### src/rtl/counter_ctrl_pkg.sv
// counter_ctrl_pkg: shared count width, FSM state codes, modulo codes and limits for counter_ctrl
package counter_ctrl_pkg;
    localparam int CW = 14;
    typedef logic [1:0] state_t;
    localparam state_t IDLE  = 2'd0;
    localparam state_t RUN   = 2'd1;
    localparam state_t PAUSE = 2'd2;
    localparam logic [1:0] MOD_MAX  = 2'b00;
    localparam logic [1:0] MOD_99   = 2'b01;
    localparam logic [1:0] MOD_999  = 2'b10;
    localparam logic [1:0] MOD_1999 = 2'b11;
    localparam logic [CW-1:0] LIM_99   = 14'd99;
    localparam logic [CW-1:0] LIM_999  = 14'd999;
    localparam logic [CW-1:0] LIM_1999 = 14'd1999;
    function automatic logic [CW-1:0] limit_of(input logic [1:0] mod, input logic [CW-1:0] max_value);
        return mod == MOD_99 ? LIM_99 : mod == MOD_999 ? LIM_999 : mod == MOD_1999 ? LIM_1999 : max_value;
    endfunction
endpackage

### src/rtl/counter_ctrl_if.sv
// counter_ctrl_if: control-to-counter link (tick, clear, modulo select, status, count feedback)
interface counter_ctrl_if;
    import counter_ctrl_pkg::*;
    logic [CW-1:0] count;
    logic tick_en;
    logic count_clr;
    logic [1:0] mod_select;
    logic running;
    logic wrap;
    modport master(input count, output tick_en, count_clr, mod_select, running, wrap);
    modport slave(output count, input tick_en, count_clr, mod_select, running, wrap);
endinterface

### src/rtl/counter_ctrl_key_event.sv
// key_event: 2-flop synchronizer, optional debounce (COUNTER_CTRL_DEBOUNCE_EN), 1->0 press pulse
module key_event #(
    parameter int DEBOUNCE_CYCLES = 500_000
) (
    input  logic clk,
    input  logic reset_n,
    input  logic key_n,
    output logic press
);
    logic [1:0] sync;
    logic lvl;
    logic lvl_q;
    always_ff @(posedge clk or negedge reset_n)
        if (!reset_n) sync <= 2'b11;
        else sync <= {sync[0], key_n};
`ifdef COUNTER_CTRL_DEBOUNCE_EN
    localparam int DW = $clog2(DEBOUNCE_CYCLES + 1);
    localparam logic [DW-1:0] DMAX = DW'(DEBOUNCE_CYCLES);
    logic [DW-1:0] cnt;
    logic [DW-1:0] cnt_nxt;
    logic raw_q;
    // cnt is the run length of identical synchronized samples; any change restarts it at 1
    assign cnt_nxt = sync[1] != raw_q ? DW'(1) : cnt == DMAX ? cnt : cnt + 1'b1;
    always_ff @(posedge clk or negedge reset_n)
        if (!reset_n) begin
            cnt   <= '0;
            raw_q <= 1'b1;
            lvl   <= 1'b1;
        end else begin
            raw_q <= sync[1];
            cnt   <= cnt_nxt;
            if (cnt_nxt == DMAX) lvl <= sync[1];
        end
`else
    assign lvl = sync[1];
`endif
    always_ff @(posedge clk or negedge reset_n)
        if (!reset_n) lvl_q <= 1'b1;
        else lvl_q <= lvl;
    assign press = lvl_q & ~lvl;
endmodule

### src/rtl/counter_ctrl.sv
// counter_ctrl: key-driven IDLE/RUN/PAUSE sequencer issuing the prescaled count tick, clear and wrap flag.
// Define COUNTER_CTRL_DEBOUNCE_EN to require DEBOUNCE_CYCLES stable samples on each key.
module counter_ctrl
    import counter_ctrl_pkg::*;
#(
    parameter int PRESCALE        = 50_000_000,
    parameter int MAX_VALUE       = 9999,
    parameter int DEBOUNCE_CYCLES = 500_000
) (
    input  logic           clk,
    input  logic           reset_n,
    input  logic           key_run_n,
    input  logic           key_clr_n,
    input  logic [1:0]     mod_sw,
    counter_ctrl_if.master bus
);
    localparam int PW = $clog2(PRESCALE + 1);
    localparam logic [PW-1:0] PTOP = PW'(PRESCALE - 1);
    state_t state;
    logic [PW-1:0] psc;
    logic run_evt;
    logic clr_evt;
    logic count_clr;
    logic tick;
    logic [1:0] mod_select;
    key_event #(.DEBOUNCE_CYCLES(DEBOUNCE_CYCLES)) u_run (
        .clk(clk), .reset_n(reset_n), .key_n(key_run_n), .press(run_evt)
    );
    key_event #(.DEBOUNCE_CYCLES(DEBOUNCE_CYCLES)) u_clr (
        .clk(clk), .reset_n(reset_n), .key_n(key_clr_n), .press(clr_evt)
    );
    // every RUN cycle advances the prescaler, including the one that pauses, so resume loses no tick
    always_ff @(posedge clk or negedge reset_n)
        if (!reset_n) begin
            state      <= IDLE;
            psc        <= '0;
            count_clr  <= 1'b0;
            mod_select <= MOD_MAX;
        end else begin
            count_clr <= clr_evt;
            if (state == IDLE) mod_select <= mod_sw;
            if (clr_evt) begin
                state <= IDLE;
                psc   <= '0;
            end else begin
                if (state == RUN) psc <= psc == PTOP ? '0 : psc + 1'b1;
                if (run_evt) state <= state == RUN ? PAUSE : RUN;
            end
        end
    assign tick           = state == RUN && psc == PTOP;
    assign bus.tick_en    = tick;
    assign bus.wrap       = tick && bus.count >= limit_of(mod_select, CW'(MAX_VALUE));
    assign bus.count_clr  = count_clr;
    assign bus.mod_select = mod_select;
    assign bus.running    = state == RUN;
endmodule
### src/flat_wrapper.sv
// flat-port wrapper written by rule: the top's interface ports become plain ports
module counter_ctrl_flat import counter_ctrl_pkg::*;
#(
    parameter int PRESCALE        = 50_000_000,
    parameter int MAX_VALUE       = 9999,
    parameter int DEBOUNCE_CYCLES = 500_000
)
  (clk, reset_n, key_run_n, key_clr_n, mod_sw, bus_count, bus_tick_en, bus_count_clr, bus_mod_select, bus_running, bus_wrap);
  counter_ctrl_if bus_i ();
  input  logic clk;
  input  logic reset_n;
  input  logic key_run_n;
  input  logic key_clr_n;
  input  logic [1:0] mod_sw;
  input wire logic [$bits(bus_i.count)-1:0] bus_count;
  output wire logic [$bits(bus_i.tick_en)-1:0] bus_tick_en;
  output wire logic [$bits(bus_i.count_clr)-1:0] bus_count_clr;
  output wire logic [$bits(bus_i.mod_select)-1:0] bus_mod_select;
  output wire logic [$bits(bus_i.running)-1:0] bus_running;
  output wire logic [$bits(bus_i.wrap)-1:0] bus_wrap;
  assign bus_i.count = bus_count;
  assign bus_tick_en = bus_i.tick_en;
  assign bus_count_clr = bus_i.count_clr;
  assign bus_mod_select = bus_i.mod_select;
  assign bus_running = bus_i.running;
  assign bus_wrap = bus_i.wrap;
  counter_ctrl #(.PRESCALE(PRESCALE), .MAX_VALUE(MAX_VALUE), .DEBOUNCE_CYCLES(DEBOUNCE_CYCLES)) u_core (.clk(clk), .reset_n(reset_n), .key_run_n(key_run_n), .key_clr_n(key_clr_n), .mod_sw(mod_sw), .bus(bus_i));
endmodule
### config.mk
export PLATFORM = sky130hd
export DESIGN_NAME = counter_ctrl_flat
export DESIGN_NICKNAME = d
export VERILOG_FILES = /design/src/rtl/counter_ctrl_pkg.sv /design/src/rtl/counter_ctrl_if.sv /design/src/rtl/counter_ctrl_key_event.sv /design/src/rtl/counter_ctrl.sv /design/src/flat_wrapper.sv
export SDC_FILE = /design/constraint.sdc
export NUM_CORES = 1
export LEC_CHECK = 0
export BUFFER_PORTS_ARGS = -buffer_cell sky130_fd_sc_hd__buf_2
export CORE_MARGIN = 1
export CORE_UTILIZATION = 55
export CTS_CLUSTER_SIZE = 28
export DETAILED_ROUTE_END_ITERATION = 8
export MAX_ROUTING_LAYER = met4
export PLACE_DENSITY = 0.73
export SETUP_SLACK_MARGIN = 0.02
export SKIP_LAST_GASP = 1
export SLEW_MARGIN = 20
export SYNTH_ARGS = -nofsm -noshare
export SYNTH_HDL_FRONTEND = slang
export SYNTH_SLANG_ARGS = --single-unit
export TNS_END_PERCENT = 1
### constraint.sdc
create_clock -name clk -period 3.8 [get_ports clk]
set_clock_uncertainty 0.05 [all_clocks]
set_input_delay 0.95 -clock clk [delete_from_list [all_inputs] [get_ports clk]]
set_output_delay 0.95 -clock clk [all_outputs]
set_load 0.02 [all_outputs]
==> results of run 1 <==
-- worst max-delay path, delay by kind of cell (launching register included) --
kind	cells	cell delay (ns)
adders and majority gates	2	0.67
DFF	1	0.38
and+or+nand+nor	1	0.08
AOI/OAI and AO/OA	4	0.83
buffers and inverters	2	0.24
-- sequential cells by signal, indices dropped and copies added (netlist names) --
signal,flops
u_core.psc,26
u_core.bus.mod_select,2
u_core.state,2
u_core.u_clr.sync,2
u_core.u_run.sync,2
u_core.bus.count_clr,1
u_core.u_clr.lvl_q,1
u_core.u_run.lvl_q,1
-- final cells by class --
cell class / count / area (um^2) / area share [%]
timing repair buffer: 26 / 153 / 6.39
clock inverter: 3 / 22.5 / 0.942
inverter: 8 / 30.0 / 1.26
multi-input combinational: 174 / 1120 / 47.0
sequential: 37 / 933 / 39.1
tap: 48 / 60.1 / 2.51
clock buffer: 5 / 68.8 / 2.88
-- worst min-delay path by stage --
stage | startpoint | cells after the start | endpoint | slack, ns
3_5_place_dp | u_core.u_run.sync[0] | 0 | u_core.u_run.sync[1] | 0.30
5_1_grt | u_core.u_run.sync[0] | 0 | u_core.u_run.sync[1] | 0.31
4_1_cts | u_core.u_run.sync[0] | 0 | u_core.u_run.sync[1] | 0.31
3_3_place_gp | u_core.u_run.sync[0] | 0 | u_core.u_run.sync[1] | 0.30
6_report | u_core.u_run.sync[0] | 0 | u_core.u_run.sync[1] | 0.31
2_1_floorplan | u_core.u_clr.sync[0] | 0 | u_core.u_clr.sync[1] | 0.30
-- through the flow --
step	hold WS, ns	power [mW]	setup slack, ns	util (%)
after floorplan	0.295	0.597	0.668	-
after global placement	0.296	0.642	0.436	61.6
after detailed placement	0.298	0.651	0.374	61.6
after CTS	0.310	0.932	0.287	64.0
after global routing	0.312	0.988	0.137	64.8
final	0.308	0.931	0.310	64.8
-- cells by family (layout without fill, tap and decap cells) --
logic type | Yosys count | count (layout) | synth area share (%)
adders and majority gates | 13 | 13 | 7.63
buffers and inverters | 18 | 42 | 4.28
AOI/OAI and AO/OA | 63 | 63 | 18.1
muxes | 6 | 6 | 2.88
and+or+nand+nor | 91 | 91 | 22.9
xor gates and xnor gates | 1 | 1 | 0.411
DFF | 37 | 37 | 43.8
-- Yosys cell counts (6+ instances only) --
library cell,n
sky130_fd_sc_hd__nand3_1,11
sky130_fd_sc_hd__a21oi_1,20
sky130_fd_sc_hd__nor2_1,12
sky130_fd_sc_hd__nand2_1,22
sky130_fd_sc_hd__and3_1,6
sky130_fd_sc_hd__dfrtp_1,31
sky130_fd_sc_hd__dfstp_2,6
sky130_fd_sc_hd__o21ai_0,7
sky130_fd_sc_hd__inv_1,8
sky130_fd_sc_hd__nand4_1,12
sky130_fd_sc_hd__a31oi_1,20
sky130_fd_sc_hd__ha_1,13
-- metal layers --
| layer | up-vias | routed length, um | GRT usage (%) |
|---|---|---|---|
| li1 | 911 | - | - |
| met1 | 857 | 2060 | 30.8 |
| met2 | 42 | 2030 | 37.6 |
| met3 | 10 | 170 | 5.36 |
| met4 | 0 | 76 | 10.3 |
| met5 | - | 0 | - |
-- power by group through the flow --
stage	Clock (mW)	Combinational, mW	Sequential, mW
after floorplan	0	0.151	0.446
after global placement	0	0.201	0.442
after detailed placement	0	0.208	0.443
after CTS	0.288	0.209	0.435
after global routing	0.304	0.246	0.439
final	0.283	0.213	0.435
==> results_tabular.tex, run 1 <==
\begin{tabular}{lr}
\hline
Metric & Value \\
\hline
\multicolumn{2}{l}{\textbf{Outcome}} \\
Status & finished clean \\
\multicolumn{2}{l}{\textbf{Timing}} \\
Final worst-path cycle share & 91.8\% \\
Relative slew margins & 41.7\% \\
Max-slew violation count & 0 \\
Number of hold violations in the final report & 0 \\
Total setup violations reported at the end of the flow & 0 \\
Worst Tran Pin Value & 0.868 ns \\
Highest achievable clock rate & roughly 0.29 GHz \\
Unrepaired setup endpoints after global routing & no \\
Clock period minus final worst setup slack & around 3.5 ns \\
Final TNS setup & 0 ns \\
\multicolumn{2}{l}{\textbf{Clock network}} \\
Post-CTS setup buffer count & 0 \\
H-tree levels & 2 \\
CTS Buf Count & 5 \\
Clock Path Buffers & 2 \\
TritonCTS clock tree & yes \\
Hold-fix buffer count after cts & 0 \\
Count of instances resized after the clock tree is built & 0 \\
Root Driver & sky130\_fd\_sc\_hd\_\_clkbuf\_8 \\
Clk\_lat worst skew & 0.30 ns \\
Clock-pin slew of the registers on the worst-case setup and hold paths & 0.08 ns \\
CTS sink count & 37 \\
\multicolumn{2}{l}{\textbf{Flow run}} \\
Max\_cap viols & 0 \\
\multicolumn{2}{l}{\textbf{Synth}} \\
Portion of the post-synthesis area used by sequential elements & 43.8\% \\
Gate count after technology mapping & 229 \\
Count of yosys warnings during synthesis & 0 \\
Area share of the leading cell type in the synthesized netlist & 36.4\% \\
Commonest register cell after synthesis & sky130\_fd\_sc\_hd\_\_dfrtp\_1 \\
Post-synthesis cell area & 2130 um\^{}2 \\
Avg Inst Size Synth & 9.31 um\^{}2 \\
Largest cells by area after synthesis & sky130\_fd\_sc\_hd\_\_dfrtp\_1 36\%, sky130\_fd\_sc\_hd\_\_ha\_1 7.6\%, sky130\_fd\_sc\_hd\_\_dfstp\_2 7.4\%, sky130\_fd\_sc\_hd\_\_a31oi\_1 5.9\%, sky130\_fd\_sc\_hd\_\_a21oi\_1 4.7\% \\
Number of enable-type register cells in the synthesized netlist & 0 \\
Share of flip-flops with an asynchronous set or reset after synthesis & 100\% \\
Number of unique standard cell types used by synthesis & 41 \\
Number of nets in the synthesized netlist & 262 \\
Seq cells post-synth & 37 \\
Largest area contributor in the netlist & sky130\_fd\_sc\_hd\_\_dfrtp\_1 \\
\multicolumn{2}{l}{\textbf{Critical path}} \\
Crit path from & u\_core.bus.mod\_select[0] \\
Biggest fanout along the worst timing path & 3 \\
Data required time at the worst endpoint & 2.80 ns \\
Max incr delay on CP & $\sim$0.38 ns \\
Endpoint type of the worst setup path & output port \\
Critical path destination & bus\_wrap \\
RR Endpoint & u\_core.psc[18] \\
Startpoint kind of the worst setup timing path & flop \\
Crit path max-delay cell type & sky130\_fd\_sc\_hd\_\_dfrtp\_1 \\
R2R depth & 6 \\
Crit path arrival time & 2.49 ns \\
R2r setup slk & 1.34 ns \\
Startpoint-to-endpoint class of the critical path & reg2out \\
Worst-path cell chain & inv\_1 > ha\_1 > ha\_1 > a211oi\_1 > a21oi\_1 > a211oi\_1 > nor4\_1 > o31a\_1 > buf\_2 \\
Launch instance of the worst register-to-register path & u\_core.psc[18] \\
\multicolumn{2}{l}{\textbf{Finish}} \\
Post-route cell area & 2390 um\^{}2 \\
Filler-free cell count of the finished design & 301 \\
Most common cell after layout, fill and taps aside & sky130\_fd\_sc\_hd\_\_dfrtp\_1 \\
Net count of the finished layout & 285 \\
Diode insertion count for antenna repair & 0 \\
Area Growth Syn to Fin & 12.1\% \\
Commonest cells after routing, fill and taps aside & 31 x sky130\_fd\_sc\_hd\_\_dfrtp\_1, 25 x sky130\_fd\_sc\_hd\_\_buf\_2, 22 x sky130\_fd\_sc\_hd\_\_nand2\_1, 20 x sky130\_fd\_sc\_hd\_\_a21oi\_1, 19 x sky130\_fd\_sc\_hd\_\_a31oi\_1 \\
Share of layout cells above drive strength 1 & 17.8\% \\
Fill cell count & 331 \\
\multicolumn{2}{l}{\textbf{Pwr}} \\
Switching power as a share of total power & about a third \\
Leakage power total & 1.02 nW \\
Largest voltage drop on the vdd net & 0.000333 V \\
Sequential share of power & a little under half \\
Power density over the cells & approximately 400 nW/um\^{}2 \\
P\_sw & 0.299 mW \\
Clock power share & between 30\% and 40\% \\
Total internal power & $\sim$0.63 mW \\
Power share of the combinational group & 22.9\% \\
\multicolumn{2}{l}{\textbf{Routing}} \\
Via count & 1820 \\
Total iterations of the first detailed-routing run & 4 \\
Final ANT Viol Nets & 0 \\
Final routed wirelength across all metal layers & 4340 um \\
WL/cell & $\sim$14 um \\
First DRT Iteration DRCs & 85 \\
Average vias per placed instance & just over 6 \\
DRC & 0 \\
\multicolumn{2}{l}{\textbf{Global route}} \\
Pin count of the biggest net entering global routing & 48 \\
Antenna violations before repair & 0 \\
Via count of the first global-routing pass & 1691 \\
Total track usage & 24.4\% \\
Overall overflow remaining after global route & 0 \\
Global-route wire length before repair & around 7500 um \\
\multicolumn{2}{l}{\textbf{Worst hold path}} \\
Tightest Hold Check Type & reg2reg \\
\multicolumn{2}{l}{\textbf{Floorplanning}} \\
Die Ht & about 64 um \\
Core Box Area & 3690 um\^{}2 \\
Die area & 4130 um\^{}2 \\
Effective utilization at floorplan & 57.8\% \\
Die Width & 64.3 um \\
Rows & 22 \\
I/O pins & 26 \\
\multicolumn{2}{l}{\textbf{Place}} \\
Area after detailed placement & 2270 um\^{}2 \\
Port Buffers & 25 \\
DP Wirelength & 3060 um \\
Number of placed instances with taps included & just under 300 \\
Routability congestion estimate & a little over 0.9 \\
\hline
\end{tabular}
Note: power is estimated with default switching activity, not from simulation.
==> run 2: changes to the inputs <==
--- a/config.mk
+++ b/config.mk
@@ -5,13 +5,14 @@
 export SDC_FILE = /design/constraint.sdc
 export NUM_CORES = 1
 export LEC_CHECK = 0
+export ABC_AREA = 1
 export BUFFER_PORTS_ARGS = -buffer_cell sky130_fd_sc_hd__buf_2
 export CORE_MARGIN = 1
 export CORE_UTILIZATION = 55
 export CTS_CLUSTER_SIZE = 28
 export DETAILED_ROUTE_END_ITERATION = 8
 export MAX_ROUTING_LAYER = met4
-export PLACE_DENSITY = 0.73
+export PLACE_DENSITY = 0.72
 export SETUP_SLACK_MARGIN = 0.02
 export SKIP_LAST_GASP = 1
 export SLEW_MARGIN = 20
==> run 2 against run 1 <==
  * Synthesized area rose by 19%
  * Final area grew 16%
  * Hold slack better by 0.0069 ns
  * Utilization is 1.7 points lower
  * Critical path type unchanged
  * Non-clock buffer count fell by 1
  * Combinational power up 68%
  * Via count increased by 17%
  * Cell count is 40% higher
  * Count of clock-buffer cells in the layout unchanged
  * Wire length grew 15%
  * Fmax grew 10%
  * First-iteration DRC count decreased by 2.4%
==> results_tabular.tex, run 2 <==
\begin{tabular}{lr}
\hline
Metric & Value \\
\hline
\multicolumn{2}{l}{\textbf{Critical path}} \\
Startpoint kind of the worst setup timing path & flop \\
Endpoint type of the worst setup path & output port \\
Biggest fanout along the worst timing path & 3 \\
Max incr delay on CP & 0.38 ns \\
Kind of cell adding the most delay to the critical path & adder cells \\
Data required time at the worst endpoint & 2.80 ns \\
Worst-path cell chain & inv\_1 > ha\_1 > inv\_1 > ha\_1 > inv\_1 > nor2\_1 > nand3\_1 > nor2\_1 > o21ai\_0 > a21oi\_1 > buf\_2 \\
Cell repeated most along the worst path & sky130\_fd\_sc\_hd\_\_inv\_1 \\
Bufs and invs on worst path & 4 \\
Startpoint-to-endpoint class of the critical path & reg2out \\
R2r setup slk & about 1.9 ns \\
Crit path arrival time & 2.16 ns \\
Crit path max-delay cell type & sky130\_fd\_sc\_hd\_\_dfrtp\_1 \\
\multicolumn{2}{l}{\textbf{Synth}} \\
Most frequent cells after synthesis & 105 x sky130\_fd\_sc\_hd\_\_nand2\_1, 45 x sky130\_fd\_sc\_hd\_\_nor2\_1, 38 x sky130\_fd\_sc\_hd\_\_inv\_1 \\
Largest area contributor in the netlist & sky130\_fd\_sc\_hd\_\_dfrtp\_1 \\
Share of flip-flops with an asynchronous set or reset after synthesis & 100\% \\
Number of enable-type register cells in the synthesized netlist & 0 \\
Largest cells by area after synthesis & sky130\_fd\_sc\_hd\_\_dfrtp\_1 31\%, sky130\_fd\_sc\_hd\_\_nand2\_1 16\%, sky130\_fd\_sc\_hd\_\_o21ai\_2 6.9\%, sky130\_fd\_sc\_hd\_\_nor2\_1 6.7\%, sky130\_fd\_sc\_hd\_\_ha\_1 6.4\% \\
Seq cells post-synth & 37 \\
Portion of the post-synthesis area used by sequential elements & 36.9\% \\
Number of nets in the synthesized netlist & $\sim$370 \\
Number of unique standard cell types used by synthesis & 29 \\
Count of yosys warnings during synthesis & 0 \\
Gate count after technology mapping & 339 \\
Commonest register cell after synthesis & sky130\_fd\_sc\_hd\_\_dfrtp\_1 \\
Most frequent cell after synthesis & sky130\_fd\_sc\_hd\_\_nand2\_1 \\
Area share of the leading cell type in the synthesized netlist & 30.7\% \\
Avg Inst Size Synth & approximately 7.5 um\^{}2 \\
Post-synthesis cell area & 2530 um\^{}2 \\
\multicolumn{2}{l}{\textbf{Floorplanning}} \\
Effective utilization at floorplan & 57.7\% \\
Die Ht & between 60 and 70 um \\
Die area & 4870 um\^{}2 \\
Core Box Area & 4380 um\^{}2 \\
Die Width & 69.8 um \\
I/O pins & 26 \\
Rows & 24 \\
\multicolumn{2}{l}{\textbf{Clock network}} \\
CTS sink count & 37 \\
TritonCTS clock tree & yes \\
Root Driver & sky130\_fd\_sc\_hd\_\_clkbuf\_8 \\
Post-CTS setup buffer count & 0 \\
Clk\_lat worst skew & 0.29 ns \\
Hold-fix buffer count after cts & 0 \\
Count of instances resized after the clock tree is built & 0 \\
H-tree levels & 2 \\
Clock-pin slew of the registers on the worst-case setup and hold paths & around 0.08 ns \\
CTS Buf Count & 5 \\
Clock Path Buffers & 2 \\
\multicolumn{2}{l}{\textbf{Pwr}} \\
Largest voltage drop on the vdd net & 0.000414 V \\
Post-route total power & 1.10 mW \\
Leakage power total & 1.26 nW \\
Power density over the cells & 399 nW/um\^{}2 \\
\multicolumn{2}{l}{\textbf{Global route}} \\
Via count of the first global-routing pass & 2033 \\
Global-route wire length before repair & between 9000 and 10000 um \\
Overall overflow remaining after global route & 0 \\
Pin count of the biggest net entering global routing & 38 \\
Total track usage & 24.1\% \\
Antenna violations before repair & 0 \\
\multicolumn{2}{l}{\textbf{Timing}} \\
Unrepaired setup endpoints after global routing & no \\
Total setup violations reported at the end of the flow & 0 \\
Relative slew margins & 44.9\% \\
Number of hold violations in the final report & 0 \\
Final worst-path cycle share & slightly above 80\% \\
Max-slew violation count & 0 \\
Worst Tran Pin Value & 0.826 ns \\
Final TNS setup & 0 ns \\
Highest achievable clock rate & 0.316 GHz \\
Clock period minus final worst setup slack & $\sim$3.2 ns \\
\multicolumn{2}{l}{\textbf{Routing}} \\
Average vias per placed instance & 5.08 \\
DRC & 0 \\
First DRT Iteration DRCs & 83 \\
Final routed wirelength across all metal layers & 4990 um \\
Via count & 2132 \\
Total iterations of the first detailed-routing run & 4 \\
Final ANT Viol Nets & 0 \\
WL/cell & 11.9 um \\
\multicolumn{2}{l}{\textbf{Finish}} \\
Biggest register & u\_core.psc \\
Number of flip-flops in the largest register & 26 \\
Most common cell after layout, fill and taps aside & sky130\_fd\_sc\_hd\_\_nand2\_1 \\
Commonest cells after routing, fill and taps aside & 105 x sky130\_fd\_sc\_hd\_\_nand2\_1, 45 x sky130\_fd\_sc\_hd\_\_nor2\_1, 38 x sky130\_fd\_sc\_hd\_\_inv\_1, 31 x sky130\_fd\_sc\_hd\_\_dfrtp\_1, 25 x sky130\_fd\_sc\_hd\_\_buf\_2 \\
Share of layout cells above drive strength 1 & 21.5\% \\
Net count of the finished layout & 400 \\
Area Growth Syn to Fin & 9.30\% \\
Fill cell count & 420 \\
Diode insertion count for antenna repair & 0 \\
\multicolumn{2}{l}{\textbf{Place}} \\
Port Buffers & 25 \\
DP Wirelength & about 3800 um \\
Routability congestion estimate & 0.891 \\
\multicolumn{2}{l}{\textbf{Flow run}} \\
Max\_cap viols & 0 \\
\multicolumn{2}{l}{\textbf{Outcome}} \\
Status & finished clean \\
\multicolumn{2}{l}{\textbf{Worst hold path}} \\
Tightest Hold Check Type & reg2reg \\
\hline
\end{tabular}
[run 2: area by class of cell]
type                    count  area [um^2]  area share, %
flip-flops and latches     37          933           33.8
clock inverters             3         25.0          0.905
well taps                  52         65.1           2.35
repair buffers             25          125           4.52
multi-input cells         258         1400           50.5
inverters                  40          150           5.43
clock buffers               5         68.8           2.49
[run 2: path summary, 6_finish.rpt]
kind	startpoint	endpoint	depth (start not counted)
max	u_core.bus.mod_select[0]	bus_wrap	11
max reg2reg	u_core.psc[0]	u_core.psc[19]	8
max in group asynchronous	reset_n	u_core.psc[12]	1
min in group asynchronous	reset_n	u_core.psc[18]	1
min reg2reg	u_core.u_run.sync[0]	u_core.u_run.sync[1]	0
min	u_core.u_run.sync[0]	u_core.u_run.sync[1]	0
[run 2: worst reg2reg max path, cell delays in order (launching register included)]
cell and delay (ns):
sky130_fd_sc_hd__dfrtp_1 0.43, sky130_fd_sc_hd__ha_1 0.25, sky130_fd_sc_hd__nand3_2 0.13, sky130_fd_sc_hd__nor2_4 0.17
sky130_fd_sc_hd__inv_2 0.08, sky130_fd_sc_hd__nor2_8 0.11, sky130_fd_sc_hd__nand2_4 0.06, sky130_fd_sc_hd__nand2_4 0.31
sky130_fd_sc_hd__o21ai_0 0.16
[run 2: power by group]
group,switching [mW],leakage [nW],internal (mW)
clock,0.158,0.0447,0.132
combinational,0.235,0.725,0.123
sequential,0.0273,0.487,0.428
total,0.420,1.26,0.683
[run 2: logic make-up after synthesis]
logic type | count (synthesis) | synth area share, %
AOI/OAI and AO/OA | 42 | 11.5
muxes | 1 | 0.445
xor gates and xnor gates | 11 | 3.81
and+or+nand+nor | 191 | 33.0
DFF | 37 | 36.9
buffers and inverters | 44 | 7.86
adders and majority gates | 13 | 6.43
[run 2: through the flow]
stage,instances,util (%),setup slack [ns],hold WS [ns],cell area (um^2)
after detailed placement,412,60.9,0.752,0.303,2670
after floorplan,339,-,0.829,0.295,2530
final,420,63.1,0.638,0.314,2770
after global placement,412,60.9,0.750,0.299,2670
after global routing,420,63.1,0.459,0.321,2770
after CTS,420,63.1,0.624,0.318,2770
[run 2: per-layer routing]
metal  part of all wire [%]  routed length, um  vias up  GRT usage (%)
met5                      0                  0        -              -
met4                    1.1                 55        0           5.33
met3                    2.0                102        5           3.92
met2                     47               2350       24           38.5
met1                     50               2490      987           32.6
li1                       -                  -     1116              -
